===== src/rtl/apb_pkg.sv =====
// Shared types for the APB requester: FSM state encoding and the
// command bundle captured on each accepted request.
package apb_pkg;

  localparam int CMD_ADDR_W = 32;
  localparam int CMD_DATA_W = 32;
  localparam int CMD_STRB_W = CMD_DATA_W / 8;

  typedef logic [1:0] apb_state_e;

  localparam apb_state_e IDLE   = 2'd0;
  localparam apb_state_e SETUP  = 2'd1;
  localparam apb_state_e ACCESS = 2'd2;
  localparam apb_state_e RESP   = 2'd3;

  // Sized for the widest legal configuration; narrower
  // instances zero-extend into it and truncate out of it.
  typedef struct packed {
    logic                  write;
    logic [CMD_ADDR_W-1:0] addr;
    logic [CMD_DATA_W-1:0] wdata;
    logic [CMD_STRB_W-1:0] strb;
    logic [2:0]            prot;
  } apb_cmd_t;

  function automatic logic in_bus_phase(
    input apb_state_e s
  );
    return (s == SETUP) || (s == ACCESS);
  endfunction

endpackage


===== src/rtl/apb_wait_timer.sv =====
// Counts consecutive wait-state ACCESS cycles and flags the cycle
// on which the transfer must be abandoned.
module apb_wait_timer #(
  parameter int TIMEOUT = 16,
  localparam int CW = (TIMEOUT > 0) ? $clog2(TIMEOUT + 1) : 1
) (
  input  logic clk,
  input  logic rst_n,
  input  logic clear,
  input  logic enable,
  output logic expired
);

  logic [CW-1:0] count;

  always_ff @(posedge clk) begin
    if (!rst_n) begin
      count <= '0;
    end else if (clear) begin
      count <= '0;
    end else if (enable && !expired) begin
      count <= count + 1'b1;
    end
  end

  // A zero limit means wait forever.
  generate
    if (TIMEOUT == 0) begin : g_off
      assign expired = 1'b0;
    end else begin : g_on
      assign expired = enable &&
        (count == CW'(TIMEOUT - 1));
    end
  endgenerate

endmodule


===== src/rtl/apb_requester.sv =====
// APB4 requester: valid/ready command in, SETUP/ACCESS sequencing
// with wait states, slave error and timeout, valid/ready response out.
module apb_requester
  import apb_pkg::*;
#(
  parameter int ADDR_W  = 16,
  parameter int DATA_W  = 32,
  parameter int TIMEOUT = 16,
  localparam int STRB_W = DATA_W / 8
) (
  input  logic              pclk,
  input  logic              presetn,
  input  logic              cmd_valid,
  output logic              cmd_ready,
  input  logic              cmd_write,
  input  logic [ADDR_W-1:0] cmd_addr,
  input  logic [DATA_W-1:0] cmd_wdata,
  input  logic [STRB_W-1:0] cmd_strb,
  input  logic [2:0]        cmd_prot,
  output logic              rsp_valid,
  input  logic              rsp_ready,
  output logic [DATA_W-1:0] rsp_rdata,
  output logic              rsp_err,
  output logic              rsp_timeout,
  output logic [ADDR_W-1:0] paddr,
  output logic [2:0]        pprot,
  output logic              psel,
  output logic              penable,
  output logic              pwrite,
  output logic [DATA_W-1:0] pwdata,
  output logic [STRB_W-1:0] pwstrb,
  input  logic              pready,
  input  logic [DATA_W-1:0] prdata,
  input  logic              pslverr,
  output logic              pwakeup
);

  apb_state_e state;
  apb_state_e state_nxt;
  apb_cmd_t   cmd;
  logic       cmd_fire;
  logic       rsp_fire;
  logic       wait_en;
  logic       expired;

  // Reads never drive data or strobes onto the bus.
  always_comb begin
    cmd       = '0;
    cmd.write = cmd_write;
    cmd.addr  = CMD_ADDR_W'(cmd_addr);
    cmd.prot  = cmd_prot;
    if (cmd_write) begin
      cmd.wdata = CMD_DATA_W'(cmd_wdata);
      cmd.strb  = CMD_STRB_W'(cmd_strb);
    end
  end

  assign rsp_fire  = (state == RESP) && rsp_ready;
  assign cmd_ready = presetn &&
    ((state == IDLE) || rsp_fire);
  assign cmd_fire  = cmd_valid && cmd_ready;

  assign psel      = in_bus_phase(state);
  assign penable   = (state == ACCESS);
  assign rsp_valid = (state == RESP);
  assign wait_en   = (state == ACCESS) && !pready;

  always_comb begin
    state_nxt = state;
    unique case (1'b1)
      state == IDLE: begin
        if (cmd_fire) state_nxt = SETUP;
      end
      state == SETUP: begin
        state_nxt = ACCESS;
      end
      state == ACCESS: begin
        if (pready || expired) state_nxt = RESP;
      end
      default: begin
        if (rsp_fire) begin
          state_nxt = cmd_fire ? SETUP : IDLE;
        end
      end
    endcase
  end

  apb_wait_timer #(
    .TIMEOUT (TIMEOUT)
  ) u_timer (
    .clk     (pclk),
    .rst_n   (presetn),
    .clear   (cmd_fire),
    .enable  (wait_en),
    .expired (expired)
  );

  always_ff @(posedge pclk) begin
    if (!presetn) begin
      state       <= IDLE;
      paddr       <= '0;
      pprot       <= '0;
      pwrite      <= 1'b0;
      pwdata      <= '0;
      pwstrb      <= '0;
      rsp_rdata   <= '0;
      rsp_err     <= 1'b0;
      rsp_timeout <= 1'b0;
      pwakeup     <= 1'b0;
    end else begin
      state   <= state_nxt;
      pwakeup <= cmd_valid || (state != IDLE);
      if (cmd_fire) begin
        paddr  <= ADDR_W'(cmd.addr);
        pprot  <= cmd.prot;
        pwrite <= cmd.write;
        pwdata <= DATA_W'(cmd.wdata);
        pwstrb <= STRB_W'(cmd.strb);
      end
      if (state == ACCESS) begin
        if (pready) begin
          rsp_rdata   <= pwrite ? '0 : prdata;
          rsp_err     <= pslverr;
          rsp_timeout <= 1'b0;
        end else if (expired) begin
          rsp_rdata   <= '0;
          rsp_err     <= 1'b1;
          rsp_timeout <= 1'b1;
        end
      end
    end
  end

endmodule


===== config.mk =====
export PLATFORM = sky130hd
export DESIGN_NAME = apb_requester
export DESIGN_NICKNAME = d
export VERILOG_FILES = /design/src/rtl/apb_pkg.sv /design/src/rtl/apb_wait_timer.sv /design/src/rtl/apb_requester.sv
export SDC_FILE = /design/constraint.sdc
export NUM_CORES = 1
export LEC_CHECK = 0
export CAP_MARGIN = 25
export CORE_MARGIN = 2
export CORE_UTILIZATION = 40
export CTS_CLUSTER_SIZE = 12
export DETAILED_ROUTE_END_ITERATION = 8
export PLACE_DENSITY = 0.87
export SKIP_LAST_GASP = 1
export SLEW_MARGIN = 20
export SYNTH_ARGS = -nofsm -noshare
export SYNTH_HDL_FRONTEND = slang
export SYNTH_SLANG_ARGS = --single-unit
export TNS_END_PERCENT = 50

===== constraint.sdc =====
create_clock -name pclk -period 3 [get_ports pclk]
set_clock_uncertainty 0.15 [all_clocks]
set_input_delay 0.6 -clock pclk [delete_from_list [all_inputs] [get_ports pclk]]
set_output_delay 0.6 -clock pclk [all_outputs]
set_load 0.05 [all_outputs]

Word level (Yosys, flattened, before mapping) --
Index checks and enable logic that the tools add are counted.
Cells by class: reduce and logical (&&, ||, !) cells 19, bitwise logic cells 1, muxes and demuxes 12, add/subtract/negate cells 1, equality and inequality tests 6
Operators by type and width (count):
- $mux W32 | 3
- $mux W36 | 1
- $logic_and A1 B1 Y1 | 6
- $mux W2 | 3
- $pmux W2 S3 | 1
- $add A5 B1 Y5 const B | 1
- $eq A5 B4 Y1 const B | 1
- $eq A2 B2 Y1 const B | 2
- $logic_or A1 B1 Y1 | 4
- $mux W1 | 4
- $reduce_bool A2 Y1 | 2
- $reduce_bool A4 Y1 | 1
- $reduce_and A3 Y1 | 1
- $eq A2 B1 Y1 const B | 1
- $logic_not A1 Y1 | 2
- $logic_not A2 Y1 | 1
- $ne A2 B1 Y1 const B | 1
- $ne A2 B2 Y1 const B | 1
- $reduce_and A2 Y1 | 1
- $reduce_or A2 Y1 | 1
- $not A1 Y1 | 1
Word-level totals: register bits 98, bits of input ports 94, output and inout bits 95

Depth between registers and ports, before layout --
depth after elaboration 8, mapped depth 7, gate-level depth less buffers 6

By module --
A second synthesis with hierarchy kept.
Second synthesis, totals: cells, all modules 456, area, all modules 3987.6 µm²
By module, submodules not included:
- apb_requester | cells each 429, area an instance 3738.6 µm², sequential area each 1861.8 µm², instances 1
- apb_wait_timer | cells each 27, area an instance 249.0 µm², sequential area each 100.1 µm², instances 1

Worst setup path after synthesis --
No wires, ideal clock.
path kind register to output, start register state[0], end output port cmd_ready, cell stages (with the launch flop) 5, arrival 1978 ps, slack 272 ps, cell sequence dfxtp_1 ha_1 a21oi_2 clkbuf_1 nor2_1
On the way: cells in the longest elaborated chain, start to end 4, elaborated cells on any way between the ends 5, those cells by class 1 x eq/ne; 4 x reduce/logical
RTL lines:
- start, declared | RTL line apb_requester.sv:38 | apb_state_e state;
- start signal, assigned | RTL line apb_requester.sv:111 | state <= state_nxt;
- $eq A2 B2 Y1
- via rsp_valid | RTL line apb_requester.sv:20 | output logic rsp_valid,
- $logic_and A1 B1 Y1 | RTL line apb_requester.sv:58 | assign rsp_fire = (state == RESP) && rsp_ready;
- $logic_or A1 B1 Y1 | RTL line apb_requester.sv:60 | ((state == IDLE) || rsp_fire);
- $logic_and A1 B1 Y1 | RTL line apb_requester.sv:59 | assign cmd_ready = presetn &&
- end, declared | RTL line apb_requester.sv:14 | output logic cmd_ready,
The timed path passes the listed nets, and every way through them passes these cells.

Worst setup path after layout --
start register state[0], end output port penable
On the way: cells in the longest elaborated chain, start to end 1
RTL lines:
- $eq A2 B2 Y1 | RTL line apb_requester.sv:64 | assign penable = (state == ACCESS);
- end, declared | RTL line apb_requester.sv:28 | output logic penable,
Every way passes these cells.

==> impl_metrics.csv <==
group,metric,value,unit
sta,maxSlewViolCount,0,
detailed_routing,routed_via_density,5.20,
worst_setup_path,critPathLaunchType,"flop",
sta,worst_pin_slew,0.625,ns
worst_setup_path,cp_slowest_cell,"clkdlybuf4s50_1",
sta,period_needed,2.80,ns
layout,area_growth,61.0,%
clock_network,numCtsBuffers,9,
place,routabilityCongestion,0.767,
outcome,status,"finished, final reports clean",
logic_synthesis,synth_area_leaders,"dfxtp_1 55%, a22o_1 8.9%, a21oi_1 4.9%",
pwr,ir_worst_vdd,455,uV
pwr,p_leak,0.00213,uW
sta,rsz0062_at_grt,"no",
worst_hold_path,min_path_cells,2,
clock_network,cts_resized,0,
die,rows,34,
worst_setup_path,rrSetupSlack,0.92,ns
worst_setup_path,cp.required,2.25,ns
logic_synthesis,synth_compound_area_share,23.0,%
detailed_routing,drtIter0Drc,106,
logic_synthesis,ys_ff_latch,98,
layout,finalNetCount,654,
worst_setup_path,cp_cell_sequence,"inv_1, ha_1, clkdlybuf4s50_1",
logic_synthesis,synthesis.area,0.00356,sq mm
layout,stdcell_area,0.00573,sq mm
global_routing,antenna_found_initial,0,
layout,drive_gt1_share,5.58,%
logic_synthesis,synth_top_cell_by_area,"dfxtp_1",
sta,setup_violations,0,
clock_network,clock-sinks,98,
logic_synthesis,synth_top_area_share,55.1,%
die,dieWidth,98.3,um
detailed_routing,vias,3455,
clock_network,htreeDepth,3,
clock_network,clkSlewWorstSetupHoldPaths,0.08,ns
pwr,power.internal,2380,uW
logic_synthesis,synth.avg_cell_area,9.54,sq um
logic_synthesis,yosysMostFrequentCell,"dfxtp_1",
worst_setup_path,worst_r2r_endpoint,"u_timer.count[3]$_SDFFE_PP0P_",
sta,slew-limit-headroom,57.9,%
worst_setup_path,cp-end-kind,"output pin",
logic_synthesis,synth-xor-area-share,0.492,%
worst_setup_path,worstSetupPathType,"flop to output pin",
pwr,p_switching,1430,uW
clock_network,clk_latency,0.34,ns
global_routing,first_global_vias,3448,
global_routing,grt_max_degree,38,
logic_synthesis,synth-edff-count,0,
logic_synthesis,synth_warnings,0,
pwr,power.total,3810,uW
sta,finalHoldViolCount,0,
worst_setup_path,reg2reg_depth,6,
die,fp.coreArea,0.00868,sq mm
layout,antenna_cells,0,
place,io_buffers,188,
run,maxCapViolations,0,
global_routing,grt_pass1_wl,16100,um
worst_setup_path,crit_buf_inv,2,
worst_hold_path,min_from,"rsp_rdata[21]$_SDFFE_PN0P_",
detailed_routing,drt_wl_total,10100,um
logic_synthesis,synth_common_cells,"98 x dfxtp_1, 39 x nand2_1, 36 x a22o_1",
clock_network,root_buffer,"clkbuf_8",
die,pin_count,189,
logic_synthesis,ys_seq_area_share,55.1,%
worst_hold_path,hp-class,"flop to flop",
logic_synthesis,ys_types,33,
pwr,pwr-share-comb,38.2,%
logic_synthesis,syn_nets,474,
sta,finalCritPeriodShare,93.4,%
logic_synthesis,synth_simple_gate_area_share,12.0,%
die,die_area,0.00967,sq mm
worst_setup_path,reg2reg_from,"u_timer.count[0]$_SDFFE_PP0P_",
pwr,powerDensity,666,mW/mm^2
clock_network,postCtsSetupBuffers,0,
clock_network,hold_buffers,0,
worst_hold_path,holdPathEnd,"rsp_rdata[21]$_SDFFE_PN0P_",
logic_synthesis,async_flop_share,0,%
die,fp.dieH,98.3,um
pwr,switching_share,37.6,%
place,postPlaceCellArea,0.00554,sq mm
detailed_routing,drcViolationCount,0,
detailed_routing,firstDrtPassIters,4,
logic_synthesis,synth_cells,373,
clock_network,clk_path_buf_depth,2,
worst_setup_path,critPathTopFamily,"buffers and inverters",
detailed_routing,antenna_left,0,
die,start_util,41.0,%
logic_synthesis,synthAdderAreaFrac,2.46,%
worst_setup_path,crit_arrival,2.05,ns
logic_synthesis,synth_mux_area_share,0.844,%
logic_synthesis,ys.flop_type,"dfxtp_1",
logic_synthesis,synth_top_family_by_area,"compound AO/OA/AOI/OAI gates",
sta,setup-tns-final,0,ns
clock_network,tritoncts,"done",
worst_setup_path,cp_max_fo,10,
global_routing,grt-ovfl-total,0,
detailed_routing,wire_per_inst,15.2,um
worst_setup_path,slowest_delay,0.90,ns
place,place_hpwl,7230,um
global_routing,grt_usage,20.3,%
pwr,p_seq_share,39.8,%
sta,fmax,357,MHz
pwr,clock_power_share,22.0,%
## tightest hold or removal path: stages (launching register included)
cell	delay, ns
dfxtp_1	0.31
nand2_1	0.05
a21oi_1	0.05
## metal layers
metal / global-route usage [%] / wire, um
met5: 0 / 0
met2: 35.7 / 4930
met3: 6.37 / 702
met1: 22.9 / 4180
met4: 7.69 / 270
## layout make-up
type                       instances  area, sq um
sequential                        98         1960
inverter                          24         90.1
clock buffer                      12          155
fill                             692         2950
multi-input combinational        223         1390
timing repair buffer             197         1960
clock inverter                     2         37.5
tap                              108          135
## layout by cell type (no fill, tap or decap), types with 2 or more instances in the layout
cell	count
clkbuf_8	11
nor2_1	7
o21ai_0	21
and3_1	2
a22o_1	36
ha_1	7
a21o_1	2
o211ai_1	19
nand2_1	39
xnor2_1	2
dfxtp_1	98
nand3_1	34
a21oi_2	2
a21oi_1	35
inv_1	23
clkdlybuf4s50_1	187
mux2i_1	3
buf_4	9
## power by group through the flow
stage | Combinational (uW) | Sequential, uW | Clock [uW]
3_5_place_dp | 1450 | 1550 | 0
5_1_grt | 1540 | 1540 | 915
4_1_cts | 1460 | 1520 | 865
3_3_place_gp | 1420 | 1540 | 0
2_1_floorplan | 517 | 1950 | 0
6_report | 1460 | 1520 | 839
## how the worst max path moves through the flow
stage,cells past startpoint,from,slack (ns),endpoint
after floorplan,4,state[0]$_SDFFE_PN0P_,0.27,cmd_ready
after global placement,4,presetn,0.60,paddr[2]$_SDFFE_PN0P_
after detailed placement,4,presetn,0.47,paddr[14]$_SDFFE_PN0P_
after CTS,3,state[0]$_SDFFE_PN0P_,0.18,penable
after global routing,3,state[0]$_SDFFE_PN0P_,0.05,penable
final,3,state[0]$_SDFFE_PN0P_,0.20,penable
## registers in the layout, summed over array words and instances (netlist names)
signal and cells:
paddr 16, rsp_err 1, pprot 3, state 2, pwakeup 1, rsp_timeout 1
pwdata 32, rsp_rdata 32, pwstrb 4, pwrite 1, u_timer.count 5
## cells by family (layout without fill, tap and decap cells)
| group | count (synthesis) | after routing |
|---|---|---|
| flip-flops | 98 | 98 |
| XOR/XNOR | 2 | 2 |
| buffers and inverters | 52 | 235 |
| multiplexers | 3 | 3 |
| AND/OR/NAND/NOR | 90 | 90 |
| AO/OA/AOI/OAI | 121 | 121 |
| adder cells (fa/ha/maj) | 7 | 7 |
## per-stage QoR
stage / hold WS, ns / cells / util, % / worst slack (ns)
final: 0.302 / 664 / 66.0 / 0.197
after global routing: 0.327 / 664 / 66.0 / 0.0461
after global placement: 0.289 / 650 / 63.8 / 0.604
after CTS: 0.307 / 664 / 66.0 / 0.180
after floorplan: 0.304 / 373 / - / 0.272
after detailed placement: 0.295 / 650 / 63.8 / 0.466
Note: power is estimated with default switching activity, not from simulation.
